[config.mk]
export PLATFORM = sky130hd
export DESIGN_NAME = jtag_idcode_tap
export DESIGN_NICKNAME = d
export VERILOG_FILES = /design/src/rtl/jtag_idcode_tap.sv
export SDC_FILE = /design/constraint.sdc
export NUM_CORES = 1
export LEC_CHECK = 0
export ABC_CLOCK_PERIOD_IN_PS = 1900
export CORE_UTILIZATION = 55
export CTS_BUF_LIST = sky130_fd_sc_hd__clkbuf_8
export CTS_CLUSTER_SIZE = 12
export DETAILED_ROUTE_END_ITERATION = 16
export MAX_ROUTING_LAYER = met4
export PLACE_DENSITY_LB_ADDON = 0.12
export SYNTH_ARGS = -nofsm -noshare
export SYNTH_HDL_FRONTEND = slang
export SYNTH_SLANG_ARGS = --single-unit
[constraint.sdc]
create_clock -name clk_i -period 1.9 [get_ports clk_i]
set_clock_uncertainty 0.1 [all_clocks]
set_input_delay 0.475 -clock clk_i [delete_from_list [all_inputs] [get_ports clk_i]]
set_output_delay 0.475 -clock clk_i [all_outputs]
set_load 0.01 [all_outputs]
[src/rtl/jtag_idcode_tap.sv]
// Minimal JTAG TAP oversampled on the system clock: IDCODE and BYPASS data registers only.
// TCK edges are detected from the synchronized pin and drive all TAP actions.
module jtag_idcode_tap #(
  parameter logic [31:0]        IdcodeValue = 32'h04F5_484D,
  parameter int unsigned        IrWidth     = 5,
  parameter logic [IrWidth-1:0] IdcodeInstr = IrWidth'(5'h01),
  parameter logic [IrWidth-1:0] BypassInstr = {IrWidth{1'b1}}
) (
  input  logic               clk_i,
  input  logic               rst_i,
  input  logic               tck_i,
  input  logic               tms_i,
  input  logic               tdi_i,
  output logic               tdo_o,
  output logic               tdo_oe_o,
  output logic [3:0]         tap_state_o,
  output logic [IrWidth-1:0] ir_o,
  output logic               tlr_o
);

  typedef enum logic [3:0] {
    TLR      = 4'd0,  RTI    = 4'd1,  SEL_DR   = 4'd2,  CAP_DR = 4'd3,
    SH_DR    = 4'd4,  EX1_DR = 4'd5,  PAUSE_DR = 4'd6,  EX2_DR = 4'd7,
    UPD_DR   = 4'd8,  SEL_IR = 4'd9,  CAP_IR   = 4'd10, SH_IR  = 4'd11,
    EX1_IR   = 4'd12, PAUSE_IR = 4'd13, EX2_IR = 4'd14, UPD_IR = 4'd15
  } tap_state_e;

  tap_state_e         state_reg, state_next;
  logic               tck_q_reg;
  logic [IrWidth-1:0] ir_reg;
  logic [IrWidth-1:0] ir_sr_reg;
  logic [31:0]        dr_sr_reg;
  logic               byp_reg;
  logic               tdo_reg;
  logic               tdo_oe_reg;

  logic rise, fall, bypass_sel;

  assign rise = tck_i & ~tck_q_reg;
  assign fall = ~tck_i & tck_q_reg;
  // Any opcode other than IDCODE routes the data path through BYPASS.
  assign bypass_sel = (ir_reg == BypassInstr) || (ir_reg != IdcodeInstr);

  always_ff @(posedge clk_i) begin
    if (rst_i) begin
      state_reg <= TLR;
      tck_q_reg <= 1'b0;
    end else begin
      state_reg <= state_next;
      tck_q_reg <= tck_i;
    end
  end

  always_comb begin
    state_next = state_reg;
    if (rise) begin
      case (state_reg)
        TLR:      state_next = tms_i ? TLR    : RTI;
        RTI:      state_next = tms_i ? SEL_DR : RTI;
        SEL_DR:   state_next = tms_i ? SEL_IR : CAP_DR;
        CAP_DR:   state_next = tms_i ? EX1_DR : SH_DR;
        SH_DR:    state_next = tms_i ? EX1_DR : SH_DR;
        EX1_DR:   state_next = tms_i ? UPD_DR : PAUSE_DR;
        PAUSE_DR: state_next = tms_i ? EX2_DR : PAUSE_DR;
        EX2_DR:   state_next = tms_i ? UPD_DR : SH_DR;
        UPD_DR:   state_next = tms_i ? SEL_DR : RTI;
        SEL_IR:   state_next = tms_i ? TLR    : CAP_IR;
        CAP_IR:   state_next = tms_i ? EX1_IR : SH_IR;
        SH_IR:    state_next = tms_i ? EX1_IR : SH_IR;
        EX1_IR:   state_next = tms_i ? UPD_IR : PAUSE_IR;
        PAUSE_IR: state_next = tms_i ? EX2_IR : PAUSE_IR;
        EX2_IR:   state_next = tms_i ? UPD_IR : SH_IR;
        UPD_IR:   state_next = tms_i ? SEL_DR : RTI;
        default:  state_next = TLR;
      endcase
    end
  end

  // Register actions key off the state held before the rising-edge transition.
  always_ff @(posedge clk_i) begin
    if (rst_i) begin
      ir_reg     <= IdcodeInstr;
      ir_sr_reg  <= '0;
      dr_sr_reg  <= '0;
      byp_reg    <= 1'b0;
      tdo_reg    <= 1'b0;
      tdo_oe_reg <= 1'b0;
    end else begin
      if (rise) begin
        case (state_reg)
          TLR:    ir_reg <= IdcodeInstr;
          CAP_DR: begin
            if (bypass_sel) byp_reg <= 1'b0;
            else            dr_sr_reg <= IdcodeValue;
          end
          SH_DR: begin
            if (bypass_sel) byp_reg <= tdi_i;
            else            dr_sr_reg <= {tdi_i, dr_sr_reg[31:1]};
          end
          CAP_IR: ir_sr_reg <= IrWidth'(2'b01);
          SH_IR:  ir_sr_reg <= {tdi_i, ir_sr_reg[IrWidth-1:1]};
          UPD_IR: ir_reg    <= ir_sr_reg;
          default: ;
        endcase
      end
      if (fall) begin
        case (state_reg)
          SH_DR: begin
            tdo_oe_reg <= 1'b1;
            tdo_reg    <= bypass_sel ? byp_reg : dr_sr_reg[0];
          end
          SH_IR: begin
            tdo_oe_reg <= 1'b1;
            tdo_reg    <= ir_sr_reg[0];
          end
          default: begin
            tdo_oe_reg <= 1'b0;
            tdo_reg    <= 1'b0;
          end
        endcase
      end
    end
  end

  assign tdo_o       = tdo_reg;
  assign tdo_oe_o    = tdo_oe_reg;
  assign tap_state_o = state_reg;
  assign ir_o        = ir_reg;
  assign tlr_o       = (state_reg == TLR);

endmodule

==> impl_results.md <==
* Run status: complete, but fails checks
* Failing checks: setup timing
* Final hold viol count at 0
* Die height at 65.9 µm
* Post-synthesis sequential area ratio at 44.6%
* CTS Buf Count at 5
* Fmax at between 0.5 and 0.6 GHz
* CP max-delay cell: or4_4
* IO Pins at 17
* Antenna violations before repair at 0
* Worst Max-Slew Pin Slew at 0.385 ns
* EDFF count, synth at 0
* Max-cap violations at 0
* Yosys cell types at 45
* Worst Path Required at 1.32 ns
* Worst setup margin at -0.00725 ns
* Number of port buffers at 16
* Max Buffers Root-to-Sink at 2
* WL met1 at roughly 2300 µm
* Antenna viol nets, final at 0
* Gr ovfl total at 0
* End point of the critical path: tlr_o
* Clock root buffer: clkbuf_8
* DRT iter0 DRCs at ~130
* Vias in the first global route at approximately 1700
* Met3 WL at approximately 130 µm
* Capturing point of the worst reg2reg path: dr_sr_reg[21]$_SDFFE_PP0P_
* Period utilization at 100%
* Top routing layer in use: met4
* Vias/cell at 5.68
* Global-route wire length before repair at between 7000 and 8000 µm
* Cell row count at 22
* Syn Area/Cell at 8.66 µm²
* Initial Util at between 50% and 60%
* Hold-fix buffers at CTS at 0
* Max reg flops at 32
* Routed wire length at ~4400 µm
* Detailed Place HPWL at between 2000 and 3000 µm
* FF-to-FF path depth at 7
* Slew headroom at ~74%
* Final core occ at 70.2%
* Critical path data arrival time at 1.33 ns
* Crit path launch type: flip-flop
* Die width at between 60 and 70 µm
* Pwr Total at 1920 µW
* WL/cell at 13.5 µm
* N_diodes at 0
* Max FO, Critical Path at 2
* Critical path class: reg -> out
* Reg2Reg Setup Slack at 0.12 ns
* DRC viols at 0
* Flops & latches, synth at 50
* Post-synth top area share at 44.6%
* Gr usage total at 23.5%
* Min-Delay Path Class: reg -> reg
* Post-place setup slack at -0.313 ns
* Die area at 0.00434 mm²
* CTS tree: yes
* Synth warn at 0
* Core Region at 0.00377 mm²
* PD cells at roughly 730 mW/mm²
* Routed vias at 1870
* Min Tclk post-route at 1.91 ns
* Worst path max stage delay at 0.54 ns
* FF-to-FF Start: tap_state_o[1]$_SDFFE_PP0P_
* Max-slew violations at 0
* Final Setup Violations at 1
* Clk_lat worst skew at 0.32 ns
* Ys async rst share at 0%
* Top FF cell, synth: dfxtp_1
* Cell accounting for the most synthesized area: dfxtp_1
* Top post-synthesis cells by count: 50 x dfxtp_1, 25 x a21oi_1, 24 x nand2_1
* Clock Pin Slew Worst Setup and Hold Paths at 0.09 ns
* Area growth syn-to-layout at 18.0%
* Cell-by-cell trace of the critical path: or4_4 -> inv_2 -> buf_6
* Drt first pass iters at 4
* Layout cells sized above 1 at 21.0%
* Gpl congestion at between 0.7 and 0.8
* Setup crit start: tap_state_o[2]$_SDFFE_PP0P_
* Area contributors post-synth: dfxtp_1 45%, a21oi_1 5.6%, nor3_2 5.4%
* CTS sink cnt at 50
* Largest net degree at the start of global routing at 33
* Unrepaired setup endpoints after global routing: yes
* Hold_ws at around 0.36 ns
* Syn Inst Count at between 200 and 300
* Layout Nets at 285
* Mapped cell area at about 0.0022 mm²
* Leakage at 0.000864 µW
* Critical path endpoint category: primary output
* Syn_nets at 264
* VDD IR-drop max at ~0.0006 V
* H-tree levels at 2
* Met2 wire len at roughly 1900 µm
* Count leader, synth: dfxtp_1
## cell usage in the layout, fill, tap and decap left out, drive strengths merged, types with 3 or more instances in the layout
master / Yosys / final
a311oi: 3 / 3
nor2b: 5 / 5
nor3: 33 / 33
a21oi: 26 / 26
o21ai: 6 / 6
buf: 17 / 23
dfxtp: 50 / 50
nand3: 20 / 20
nor3b: 4 / 4
a22o: 4 / 4
nor2: 22 / 22
a22oi: 4 / 4
dlygate4sd2: 0 / 3
clkbuf: 6 / 5
nand4: 4 / 4
inv: 6 / 7
nand2: 24 / 24
clkdlybuf4s50: 0 / 10
## timing repair
item,4_1_cts,5_1_grt
buffers inserted,1,0
pin swaps,0,1
setup endpoints to repair,5,34
gates resized for setup,11,9
## worst min path at each step
| stage | slack (ns) | cells past startpoint | endpoint | start |
|---|---|---|---|---|
| final | 0.36 | 2 | dr_sr_reg[28]$_SDFFE_PP0P_ | dr_sr_reg[28]$_SDFFE_PP0P_ |
| after global routing | 0.39 | 2 | dr_sr_reg[8]$_SDFFE_PP0P_ | dr_sr_reg[8]$_SDFFE_PP0P_ |
| after CTS | 0.36 | 2 | dr_sr_reg[27]$_SDFFE_PP0P_ | dr_sr_reg[27]$_SDFFE_PP0P_ |
| after detailed placement | 0.35 | 2 | dr_sr_reg[25]$_SDFFE_PP0P_ | dr_sr_reg[25]$_SDFFE_PP0P_ |
| after global placement | 0.34 | 2 | dr_sr_reg[25]$_SDFFE_PP0P_ | dr_sr_reg[25]$_SDFFE_PP0P_ |
| after floorplan | 0.33 | 2 | dr_sr_reg[10]$_SDFFE_PP0P_ | dr_sr_reg[10]$_SDFFE_PP0P_ |
## metrics by stage
| step | area, µm² | instances | setup TNS (ns) |
|---|---|---|---|
| after floorplan | 2240 | 259 | 0 |
| after global placement | 2510 | 320 | -8.81 |
| after detailed placement | 2510 | 320 | -9.95 |
| after CTS | 2620 | 329 | -0.0308 |
| after global routing | 2650 | 329 | -0.0353 |
| final | 2650 | 329 | -0.00725 |
## final cells by class
class                           instances  area (µm²)
Fill cell                             298        1120
Sequential cell                        50        1000
Timing Repair Buffer                   37         365
Clock buffer                            5        68.8
Multi-Input combinational cell        180        1100
Inverter                                6        22.5
Clock inverter                          3        28.8
Tap cell                               48        60.1
## kinds of logic (layout without fill, tap and decap cells)
family | count (synthesis) | count (layout) | share of synthesized area [%]
and+or+nand+nor | 122 | 122 | 30.5
AOI/OAI and AO/OA | 56 | 56 | 16.9
DFF | 50 | 50 | 44.6
buffers and inverters | 29 | 51 | 7.14
xor gates and xnor gates | 1 | 1 | 0.391
muxes | 1 | 1 | 0.446
## critical path: cells and delay by family, from the launching register on
family,cells,cell delay (ns)
buf+inv,2,0.16
flops,1,0.33
simple gates,1,0.54
## where the power goes
part | leakage, µW | switching, µW | internal (µW)
Clock | 0.0000502 | 374 | 273
Sequential | 0.000404 | 8.79 | 1060
Combinational | 0.000409 | 115 | 92.7
Total | 0.000864 | 497 | 1430
## routing by layer
metal | GRT usage [%] | vias to the layer above
met3 | 4.66 | 4
met1 | 31.3 | 874
li1 | - | 965
met5 | - | -
met2 | 35.3 | 27
met4 | 8.15 | 0
Power figures use the tool's default switching activity.
